$ cat src/rtl/vram_bus_arbiter_pkg.sv
// Shared video package: requester port map, arbiter state encoding
// and a small width helper used by the VRAM bus arbiter.
package vram_bus_arbiter_pkg;

    localparam int NPORTS   = 3;
    localparam int PORT_L0  = 0;
    localparam int PORT_L1  = 1;
    localparam int PORT_SPR = 2;

    typedef enum logic {
        ST_IDLE = 1'b0,
        ST_BUSY = 1'b1
    } arb_state_t;

    // Index width for a vector of n ports, never narrower than one bit.
    function automatic int idx_w(input int n);
        return (n > 1) ? $clog2(n) : 1;
    endfunction

endpackage

$ cat src/rtl/vram_bus_arbiter_rr_select.sv
// Combinational winner pick: first requester at or after ptr (wrapping),
// or lowest-numbered requester when fixed priority is selected.
module rr_select
    import vram_bus_arbiter_pkg::*;
#(
    parameter int NPORTS = vram_bus_arbiter_pkg::NPORTS,
    localparam int IW = idx_w(NPORTS)
) (
    input  logic [NPORTS-1:0] req,
    input  logic [IW-1:0]     ptr,
    input  logic              fixed,
    output logic [IW-1:0]     idx,
    output logic              valid
);

    int base;
    int c;

    // Scan downward so the nearest port to the start point wins last.
    always_comb begin
        idx   = '0;
        valid = 1'b0;
        base  = fixed ? 0 : int'(ptr);
        c     = 0;
        for (int i = NPORTS - 1; i >= 0; i--) begin
            c = (base + i) % NPORTS;
            if (req[c[IW-1:0]]) begin
                idx   = c[IW-1:0];
                valid = 1'b1;
            end
        end
    end

endmodule

$ cat src/rtl/vram_bus_arbiter.sv
// VRAM bus arbiter: grants one requester at a time to the single VRAM
// port, round-robin or fixed priority, with an IDLE gap between grants.
module vram_bus_arbiter
    import vram_bus_arbiter_pkg::*;
#(
    parameter int FIXED_PRIO = 0,
    parameter int NPORTS     = vram_bus_arbiter_pkg::NPORTS
) (
    input  logic                 clk,
    input  logic                 rst,
    input  logic [16*NPORTS-1:0] req_addr,
    input  logic [NPORTS-1:0]    req_strobe,
    output logic [NPORTS-1:0]    req_ack,
    output logic [31:0]          req_rddata,
    output logic [15:0]          mem_addr,
    output logic                 mem_strobe,
    input  logic [31:0]          mem_rddata,
    input  logic                 mem_ack,
    input  logic                 line_render_start
);

    localparam int IW = idx_w(NPORTS);

    arb_state_t        state_q, state_d;
    logic [IW-1:0]     rr_q, rr_d;
    logic [IW-1:0]     grant_q, grant_d;
    logic [15:0]       addr_q, addr_d;
    logic              strobe_q, strobe_d;
    logic [NPORTS-1:0] ack_q, ack_d;
    logic [31:0]       rd_q, rd_d;

    logic [IW-1:0]     sel_idx;
    logic              sel_valid;
    logic [15:0]       addr_sel;

    rr_select #(
        .NPORTS (NPORTS)
    ) u_sel (
        .req   (req_strobe),
        .ptr   (rr_q),
        .fixed (FIXED_PRIO != 0),
        .idx   (sel_idx),
        .valid (sel_valid)
    );

    // Address of the currently selected requester.
    always_comb begin
        addr_sel = '0;
        for (int i = 0; i < NPORTS; i++) begin
            if (sel_idx == IW'(i)) begin
                addr_sel = req_addr[16*i +: 16];
            end
        end
    end

    // Next-state and registered-output logic; acks are single-cycle pulses.
    always_comb begin
        state_d  = state_q;
        rr_d     = rr_q;
        grant_d  = grant_q;
        addr_d   = addr_q;
        strobe_d = strobe_q;
        ack_d    = '0;
        rd_d     = rd_q;
        unique case (state_q)
            ST_IDLE: begin
                strobe_d = 1'b0;
                if (sel_valid) begin
                    grant_d  = sel_idx;
                    addr_d   = addr_sel;
                    strobe_d = 1'b1;
                    state_d  = ST_BUSY;
                end
            end
            ST_BUSY: begin
                if (mem_ack) begin
                    rd_d     = mem_rddata;
                    strobe_d = 1'b0;
                    state_d  = ST_IDLE;
                    for (int i = 0; i < NPORTS; i++) begin
                        ack_d[i] = (grant_q == IW'(i));
                    end
                    if (grant_q == IW'(NPORTS - 1)) begin
                        rr_d = '0;
                    end else begin
                        rr_d = grant_q + IW'(1);
                    end
                end
            end
            default: begin
                state_d  = ST_IDLE;
                strobe_d = 1'b0;
            end
        endcase
        // Line start restarts fairness from layer0, overriding the ack update.
        if (line_render_start) begin
            rr_d = '0;
        end
    end

    // State register; reset abandons any in-flight access.
    always_ff @(posedge clk or posedge rst) begin
        if (rst) begin
            state_q  <= ST_IDLE;
            rr_q     <= '0;
            grant_q  <= '0;
            addr_q   <= '0;
            strobe_q <= 1'b0;
            ack_q    <= '0;
            rd_q     <= '0;
        end else begin
            state_q  <= state_d;
            rr_q     <= rr_d;
            grant_q  <= grant_d;
            addr_q   <= addr_d;
            strobe_q <= strobe_d;
            ack_q    <= ack_d;
            rd_q     <= rd_d;
        end
    end

    assign req_ack    = ack_q;
    assign req_rddata = rd_q;
    assign mem_addr   = addr_q;
    assign mem_strobe = strobe_q;

endmodule

$ cat config.mk
export PLATFORM = sky130hd
export DESIGN_NAME = vram_bus_arbiter
export DESIGN_NICKNAME = d
export VERILOG_FILES = /design/src/rtl/vram_bus_arbiter_pkg.sv /design/src/rtl/vram_bus_arbiter_rr_select.sv /design/src/rtl/vram_bus_arbiter.sv
export SDC_FILE = /design/constraint.sdc
export NUM_CORES = 1
export LEC_CHECK = 0
export ABC_AREA = 1
export BUFFER_PORTS_ARGS = -buffer_cell sky130_fd_sc_hd__buf_2
export CELL_PAD_IN_SITES_DETAIL_PLACEMENT = 0
export CELL_PAD_IN_SITES_GLOBAL_PLACEMENT = 1
export CORE_UTILIZATION = 34
export CTS_CLUSTER_DIAMETER = 120
export DETAILED_ROUTE_END_ITERATION = 10
export PLACE_DENSITY_LB_ADDON = 0.1
export SYNTH_ARGS = -nofsm -noshare
export SYNTH_HDL_FRONTEND = slang
export SYNTH_HIERARCHICAL = 1
export SYNTH_SLANG_ARGS = --single-unit
export TNS_END_PERCENT = 50
$ cat constraint.sdc
create_clock -name clk -period 3.85 [get_ports clk]
set_input_delay 0 -clock clk [delete_from_list [all_inputs] [get_ports clk]]
set_output_delay 0 -clock clk [all_outputs]
set_load 0.05 [all_outputs]
; Word level (Yosys, flattened, before mapping)
; Cells that the tools add are included.
[totals]
register_bits = 57
input_bits = 87
output_inout_bits = 52
wordCells = 55
[op_classes]
div = 3
reduce_logical = 7
muxes = 26
bitwise = 1
order_cmp = 3
n_eq_ne = 5
addsub = 3
[ops]
columns = operator, n
row1 = 32-bit by 3-bit modulo with 32-bit output (second input constant), 2
row2 = 16-bit two-way mux, 3
row3 = 3-bit by 3-bit modulo with 32-bit output (second input constant), 1
row4 = 2-bit two-way mux, 7
row5 = 2-bit by 3-bit < comparator with 1-bit output (second input constant), 3
row6 = 1-bit two-way mux, 9
row7 = 1-bit binary-select mux with 2-bit select, 3
row8 = 3-bit two-way mux, 2
row9 = 2-bit AND reduction, 3
row10 = 2-bit by 1-bit == test with 1-bit output (second input constant), 2
row11 = 2-bit == test (second input constant), 2
row12 = 2-bit logical NOT, 2
row13 = 1-bit one-hot mux with 2 select lines, 2
row14 = 2-bit nonzero test, 2
row15 = 2-bit by 1-bit adder with 3-bit output (second input constant), 1
row16 = 2-bit by 2-bit adder with 3-bit output (second input constant), 1
row17 = 2-bit by 1-bit adder with 2-bit output (second input constant), 1
row18 = 2-bit inequality test (second input constant), 1
row19 = 1-bit inverter, 1

; Logic depth before layout (Yosys ltp)
; Gate-level depths: netlist (run 1).
[logic_depth]
ltp_word = 11
ltp_mapped = 20
ltp_nobuf = 18

; Modules after synthesis
; The synthesis (run 1) kept the hierarchy.
[modules_own_cells]
columns = mod, area_per_inst_um2, cells_per_inst, n_inst, seq_area_each_um2
row1 = vram_bus_arbiter, 2658.8, 330, 1, 1426.4
row2 = rr_select, 201.4, 43, 1, 0.0

; Worst setup path after synthesis (run 1)
; Ideal clock, no wire load.
[synth_timing]
path_kind = register to register
from = register rr_q[1]
to = register addr_q[10], in the netlist mem_addr[10]
arrival_ns = 1.957
period_less_slack_ns = 2.075
path_buffers = 2
slack_ns = 1.775
setup_ns = 0.118
t_required_ns = 3.732
path_stages_with_launch = 21
cell_sequence = dfrtp_1 inv_1 nor2_2 inv_1 ha_1 inv_1 nand2_1 nand3_1 nand2_2 nor2_1 nand2_1 nand2_1 nand2_1 nand2_1 buf_6 inv_2 buf_6 nand3_1 nand2_1 nor2_1 nor2_1
[synth_via]
elab_chain_cells = 11
word_cells_on_any_way = 24
classes_between = 2 x add/sub / 3 x div / 2 x eq/ne / 15 x mux / 2 x reduce/logical
[synth_rtl]
columns = item, line_no
row1 = start: declaration, vram_bus_arbiter.sv:25  ; logic [IW-1:0] rr_q, rr_d;
row2 = start signal: assignment, vram_bus_arbiter.sv:113  ; rr_q <= rr_d;
row3 = 2-bit by 2-bit adder with 3-bit output, vram_bus_arbiter_rr_select.sv:26  ; c = (base + i) % NPORTS;
row4 = 32-bit by 3-bit modulo with 32-bit output, vram_bus_arbiter_rr_select.sv:26
row5 = 1-bit binary-select mux with 2-bit select, vram_bus_arbiter_rr_select.sv:27  ; if (req[c[IW-1:0]]) begin
row6 = 1-bit two-way mux (implied by the code), vram_bus_arbiter_rr_select.sv:27
row7 = 2-bit two-way mux (2 in a row), vram_bus_arbiter_rr_select.sv:27
row8 = 2-bit two-way mux (*), vram_bus_arbiter_rr_select.sv:27
row9 = via sel_idx[0], vram_bus_arbiter.sv:32  ; logic [IW-1:0] sel_idx;
row10 = 2-bit logical NOT, vram_bus_arbiter.sv:50  ; if (sel_idx == IW'(i)) begin
row11 = 16-bit two-way mux (2 in a row), vram_bus_arbiter.sv:50
row12 = 16-bit two-way mux (*), vram_bus_arbiter.sv:50
row13 = end signal: assignment, vram_bus_arbiter.sv:115  ; addr_q <= addr_d;
row14 = end: declaration, vram_bus_arbiter.sv:27  ; logic [15:0] addr_q, addr_d;
; The timed path passes the listed nets; every way through them passes the cells marked *. The select of a mux whose other input is x is not followed.
; A chain may end at the register's enable or synchronous reset.

; Worst setup path after layout (run 1)
[layout_timing]
from = register rr_q[1]
to = register addr_q[13], in the netlist mem_addr[13]
; The elaborated chain is that of the path after synthesis.

==> results.md, run 1 <==
- The run finished with clean final reports.
- Post-CTS timing repair inserted 0 buffers for setup.
- The minimum clock period after layout is 3380 ps.
- The share of synthesized flip-flops with an asynchronous set or reset is 1.00.
- The wire length of the first global-routing pass is 12400 um.
- The area of the mapped netlist is 0.00286 mm2.
- The placed cell area is 0.00355 mm2.
- The number of maximum-capacitance violations is 0.
- For the pin with the worst max-slew slack, the measured transition is 808 ps.
- For this run, the leading register cell type out of synthesis is sky130_fd_sc_hd__dfrtp_1.
- The Yosys warning count is 6.
- The horizontal extent of the die is 93.7 um.
- The count of cells along the worst hold path is 5.
- The largest individual stage delay along the critical path comes from the cell sky130_fd_sc_hd__nand2_1.
- The highest clock frequency the design can meet is 296 MHz.
- The violation count after the first detailed-route iteration is 82.
- In this run the worst path has a maximum fanout of 19.
- The net count of the finished layout is 649.
- The post-synthesis area per instance is 7.67 um2.
- The worst setup path is captured at a register.
- Across the routed clock network, the largest skew measured is 8.77 ps.
- The number of antenna diodes is 0.
- The initial antenna violation count is 0.
- The critical path data required time is 4070 ps.
- The final weighted congestion in routability-driven placement is 0.769.
- The I/O pin count is 139.
- Of the post-synthesis cell area, the dominant cell type holds 0.499.
- The count of final setup violators is 0.
- The post-route fraction of the period consumed by the critical path is 0.878.
- The hold violation count in the final report is 0.
- The largest net degree at the start of global routing is 50.
- Clock-pin slew was measured on the worst setup and hold paths at 70 ps.
- Buffers placed on the I/O ports in this run total 138.
- The die covers 0.00878 mm2.
- The residual DRC count is 0.
- In this run the power density over the cells is 877 mW/mm2.
- The flop and latch count out of synthesis is 57.
- The pre-antenna-repair detailed-routing pass consisted of 5 iterations.
- The class of the tightest hold or removal check is in -> reg.
- The kind of start point of the critical path is a register.
- The worst vdd rail ir drop is 0.000370 V.
- The synthesized design contains 0 enable-type register cells.
- The CTS tree is done.
- The final-layout setup total negative slack is 0 ps.
- The post-layout instance area is 0.00436 mm2.
- By instance count, the cell type seen most on the critical path is sky130_fd_sc_hd__nand2_1.
- The number of gates resized after CTS is 0.
- The critical path is of the reg -> reg type.
- Hold repair after CTS inserted 55 buffers.
- The wire-length estimate of the detail-placed layout is 5120 um.
- The share of layout cells above drive strength 1 is 0.302.
- By count the netlist is led by sky130_fd_sc_hd__nand2_1 (136), sky130_fd_sc_hd__nand3_1 (70), sky130_fd_sc_hd__dfrtp_1 (57).
- Sorting the synthesized cells by area gives the leading types as sky130_fd_sc_hd__dfrtp_1 (50%), sky130_fd_sc_hd__nand2_1 (18%), sky130_fd_sc_hd__nand3_1 (12%), sky130_fd_sc_hd__nor2_1 (6.7%), sky130_fd_sc_hd__buf_6 (3.1%).
- The insertion delay of the later-clocked pin in the worst-skew pair is 330 ps.
- The max-slew violation count is 0.
- The most common cell in the synthesized netlist is sky130_fd_sc_hd__nand2_1.
- The area growth from synthesis to layout is 52.4%.
- The routed layout has 3036 vias.
- The worst-case headroom to the max-slew limit is 0.460.
- In this run the standard cell core region covers 0.00818 mm2.
- The total overflow left after global routing is 0.
- For this run, the total global-route usage over all layers was measured as 0.182.
- The number of distinct library cell variants in the gate-level netlist after synthesis is 22.
- For this design the static power due to leakage is 2.40 nW.
- The data arrival time of the critical path is 3610 ps.
- The synthesized instance count is 373.
- The die height is 93.7 um.
- Setup repair after global routing left no endpoint under its margin.
- The longest clock path from root to sink contains 2 buffers.
- The standard-cell row count is 33.
- The via count of the first global-routing pass came to 2803.
- The final core utilization is 0.533.
- The antenna violation net count after detailed routing is 0.
- The register area share after synthesis is 0.499.
- The effective utilization at floorplan is 0.350.
- The clock net in this run drives a total of 57 sinks.
- The via density per instance is 4.52.
- The worst reg-to-reg path cell count is 19.
- The signal on the critical path passes through inv_1 -> nor2_2 -> inv_1 -> ha_1 -> inv_1 -> nand2_1 -> nand3_1 -> nand2_2 -> nor2_1 -> nand2_1 -> nand2_1 -> nand2_1 -> nand2_1 -> inv_2 -> nand3_1 -> nand2_1 -> nor2_1 -> dlygate4sd3_1 -> nor2_1.
- The register-to-register setup slack is 470 ps.
- The H-tree generated during clock tree synthesis spans 3 levels.
- The number of buffers created by CTS is 9.
- The largest area contributor in the synthesized netlist is sky130_fd_sc_hd__dfrtp_1.
- Dividing the detail-routed wire length by the instance count gives 11.7 um.
- The clock root buffer is sky130_fd_sc_hd__clkbuf_8.
- The delay of the slowest critical-path stage is 590 ps.
- The total wirelength of the detailed-routed design is 7860 um.
-- final cells by class --
| cell class | count | area (um2) |
|---|---|---|
| Fill cell | 795 | 3820 |
| Sequential cell | 57 | 1430 |
| Timing Repair Buffer | 196 | 1260 |
| Multi-Input combinational cell | 279 | 1210 |
| Clock buffer | 12 | 155 |
| Tap cell | 105 | 131 |
| Clock inverter | 4 | 98.8 |
| Inverter | 18 | 67.6 |
-- critical path, delay by kind of cell (launching register included) --
family                     cells  cell delay, ps
adders and majority gates      1             300
and+or+nand+nor               13            1500
DFF                            1             380
buffers and inverters          5            1100
-- path summary, 6_finish.rpt --
kind,from,end
worst min register to register,req_rddata[29],req_rddata[29]
min in group asynchronous,rst,mem_addr[13]
worst max-delay path,rr_q[1],mem_addr[13]
worst max register to register,rr_q[1],mem_addr[13]
worst min-delay path,req_addr[41],mem_addr[9]
max in group asynchronous,rst,req_rddata[31]
-- logic make-up after synthesis --
family,count (synthesis),synth area share
other,1,0.00131
and+or+nand+nor,268,0.403
DFF,57,0.499
adders and majority gates,1,0.00437
buffers and inverters,39,0.0792
AOI/OAI and AO/OA,7,0.0131
-- report_power, final --
| part | internal, W | switching [W] |
|---|---|---|
| Combinational | 0.000522 | 0.00157 |
| Sequential | 0.000878 | 0.000147 |
| Clock | 0.000467 | 0.000235 |
| Total | 0.00187 | 0.00195 |
-- metrics by stage --
stage,power [W],instances,hold slack (ps),worst slack [ps]
CTS,0.00386,671,3.52,474
global placement,0.00306,600,-71.3,1050
global route,0.00408,671,32.4,153
floorplan,0.00267,375,63.1,1770
detailed placement,0.00308,600,-69.5,1010
finish,0.00382,671,12.0,468
-- routing by layer --
metal / vias to the layer above / share of wire / routed length (um) / global-route usage
met3: 12 / 0.074 / 584 / 0.0437
met1: 1351 / 0.44 / 3450 / 0.213
li1: 1551 / - / - / -
met2: 122 / 0.47 / 3700 / 0.316
met5: - / 0 / 0 / 0
met4: 0 / 0.016 / 122 / 0.0782
-- registers in the layout, indices dropped and copies added (netlist names) --
signal and flops:
mem_addr 16, grant_q 2, mem_strobe 1, rr_q 2
req_rddata 32, state_q 1, req_ack 3
-- placed cells by master (no fill, tap or decap), drive strengths merged, types with 2 or more instances in the layout --
master	Yosys	layout
o21ai	4	4
bufinv	0	3
nand3	71	71
nor2	57	57
a21oi	2	2
dlygate4sd3	0	55
conb	1	3
buf	20	141
nand2	138	138
dfrtp	57	57
inv	18	18
clkbuf	1	12
Note: power is estimated with default switching activity, not from simulation.
==> inputs of run 2 (changes only) <==
Settings changed: GPL_TIMING_DRIVEN set to 0.
==> results.md, run 2 (same netlist as run 1, synthesis figures left out) <==
- The worst reg-to-reg path cell count is 20.
- The share of total power dissipated in combinational logic is 0.574.
- The die height is 93.7 um.
- After global routing the overflow that remains totals 0.
- The via density per instance is 4.51.
- The data arrival time of the critical path is 3110 ps.
- Entering global routing, the biggest net connects 42 pins.
- The insertion delay of the later-clocked pin in the worst-skew pair is 330 ps.
- The repair_antennas step left the layout with diodes totalling 0.
- The half-perimeter wire length after placement is 5630 um.
- Together, buffers and inverters on the worst path number 6.
- The critical-path maximum fanout is 10.
- After detailed routing, the average wire length per cell comes to 11.8 um.
- The clock transition at the registers of the reported paths is 70 ps.
- The library cell used most frequently in the layout, excluding fill and tap cells, is sky130_fd_sc_hd__buf_2.
- VDD sags by at most 0.000363 V.
- The total wirelength of the detailed-routed design is 8100 um.
- The number of setup buffers added after CTS is 0.
- The kind of start point of the critical path is a register.
- The horizontal extent of the die is 93.7 um.
- The die area is 0.00878 mm2.
- The largest individual stage delay along the critical path comes from the cell sky130_fd_sc_hd__dlygate4sd3_1.
- The net switching power figure is 0.00198 W.
- The minimum clock period after layout is 2850 ps.
- The number of filler cells placed in the layout is 793.
- The flow ran to the end, and the final reports show no timing, DRC or antenna violations.
- The via count of the first global-routing pass is 3022.
- The register-to-register setup slack is 1000 ps.
- The max-slew violation count is 0.
- For this run, the slowest stage of the critical path takes 540 ps.
- The endpoint identified for the worst register-to-register timing path is mem_addr[13].
- Max-cap violations in this run came to 0.
- At the end of the flow the core is filled with cells to 0.541.
- The H-tree was split into 3 levels.
- Leaving out fill and tap cells, the most frequent cells in the layout are sky130_fd_sc_hd__buf_2 (147), sky130_fd_sc_hd__nand2_1 (136), sky130_fd_sc_hd__nand3_1 (70), sky130_fd_sc_hd__dfrtp_1 (57), sky130_fd_sc_hd__nor2_1 (51).
- The highest clock frequency the design can meet is 351 MHz.
- The internal portion of the total power is 0.00184 W.
- The initial antenna violation count is 0.
- For hold timing, the worst endpoint is req_rddata[18].
- Grouping stages by cell kind, the critical path spends the most delay in buffers and inverters.
- The final weighted congestion in routability-driven placement is 0.834.
- Of the total power, the share spent switching nets is 0.518.
- The final-layout setup total negative slack is 0 ps.
- The post-route fraction of the period consumed by the critical path is 0.740.
- The hold violation count in the final report is 0.
- STA puts the critical path data required time at 4110 ps.
- The number of clock buffers added by TritonCTS is 9.
- The power density over the cells is 865 mW/mm2.
- Setup repair after global routing left no endpoint under its margin.
- The signal on the critical path passes through inv_1 -> nor2_2 -> inv_1 -> ha_1 -> inv_1 -> nand2_1 -> nand3_1 -> nand2_2 -> nor2_1 -> nand2_1 -> nand2_1 -> nand2_1 -> nand2_1 -> buf_6 -> buf_2 -> nand3_1 -> nand2_1 -> nor2_1 -> dlygate4sd3_1 -> nor2_1.
- In this run, post-CTS hold repair placed 50 buffers.
- The flip-flop count of the largest register, all copies and words added is 32.
- The initial utilization of the core area, before any placement, comes to 0.350.
- Along the worst hold path, the cell count comes to 3.
- The clock share of power is 0.162.
- The number of gates resized after CTS was 0.
- The worst flop-to-flop path startpoint is rr_q[1].
- The floorplan step defined a core boundary enclosing 0.00818 mm2.
- The violation count after the first detailed-route iteration is 105.
- During placement, the flow inserted port buffers numbering 137.
- The analysis attributes to cell leakage a power of 2.44 nW.
- In this run the deepest clock path goes through 2 buffers.
- The worst hold path belongs to the class in -> reg.
- In the final layout, the share of cells above drive strength 1 is 0.325.
- The first detailed-routing pass ran for 5 iterations.
- In this run the remaining antenna-violating nets after routing total 0.
- After the last flow step, the layout net total stands at 662.
- The worst min-delay path startpoint is mem_ack.
- The clock net in this run drives a total of 57 sinks.
- The via count is 3083.
- The wire length of the first global-routing pass is 13200 um.
- The worst setup path is of the reg -> reg kind.
- The CTS tree is done.
- The setup clock skew after layout is 11.2 ps.
- The area growth from synthesis to layout is 54.7%.
- The standard-cell row count is 33.
- The tightest hold path in the finished design has a slack of 2.20 ps.
- The category of the worst setup path capture point is a register.
- The I/O pin count is 139.
- The most numerous cell type found on the critical path is sky130_fd_sc_hd__nand2_1.
- Clock tree synthesis selected as its root buffer the cell sky130_fd_sc_hd__clkbuf_8.
- The residual DRC count is 0.
- For this run, the total global-route usage over all layers was measured as 0.193.
- The sequential group share of total power is 0.264.
- Setup violations remaining at the end of the flow were counted as 0.
[run 2: metal layers]
| metal | part of all wire | vias to the layer above | track usage | routed length, um |
|---|---|---|---|---|
| met2 | 0.48 | 117 | 0.345 | 3850 |
| li1 | - | 1577 | - | - |
| met4 | 0.014 | 0 | 0.0744 | 114 |
| met5 | 0 | - | 0 | 0 |
| met1 | 0.45 | 1378 | 0.223 | 3630 |
| met3 | 0.062 | 11 | 0.0413 | 502 |
[run 2: power groups by stage]
stage                     combinational (W)  sequential, W  clock, W
after detailed placement            0.00217        0.00102         0
after CTS                           0.00222        0.00101  0.000639
final                               0.00220        0.00101  0.000621
after floorplan                    0.000731        0.00194         0
after global placement              0.00216        0.00101         0
after global routing                0.00239        0.00104  0.000669
[run 2: cell type report]
class                      instances  area [um2]  area share
sequential                        57        1430       0.322
timing repair buffer             188        1210       0.273
buffer                            21         159      0.0359
multi-input combinational        279        1210       0.275
tap                              105         131      0.0297
clock inverter                     5        78.8      0.0178
clock buffer                      11         141      0.0319
inverter                          18        67.6      0.0153
[run 2: worst max-delay path by stage]
stage	start	endpoint	slack [ps]	cells past startpoint
2_1_floorplan	rr_q[1]	mem_addr[10]	1770	20
3_3_place_gp	rr_q[1]	mem_addr[5]	1540	19
3_5_place_dp	rr_q[1]	mem_addr[5]	1520	19
4_1_cts	rr_q[1]	mem_addr[13]	970	20
5_1_grt	rr_q[1]	mem_addr[13]	700	20
6_report	rr_q[1]	mem_addr[13]	1000	20
[run 2: per-stage QoR]
step	power [W]	area, um2	worst slack (ps)	std cells
after floorplan	0.00267	2870	1770	375
after global placement	0.00317	3680	1540	617
after detailed placement	0.00319	3700	1520	618
after CTS	0.00387	4430	975	684
after global routing	0.00410	4430	704	684
final	0.00383	4430	1000	684
[run 2: tightest hold or removal path, stage by stage]
cell and delay [ps]:
sky130_fd_sc_hd__buf_2 150, sky130_fd_sc_hd__nand3_1 90, sky130_fd_sc_hd__nand2_1 50
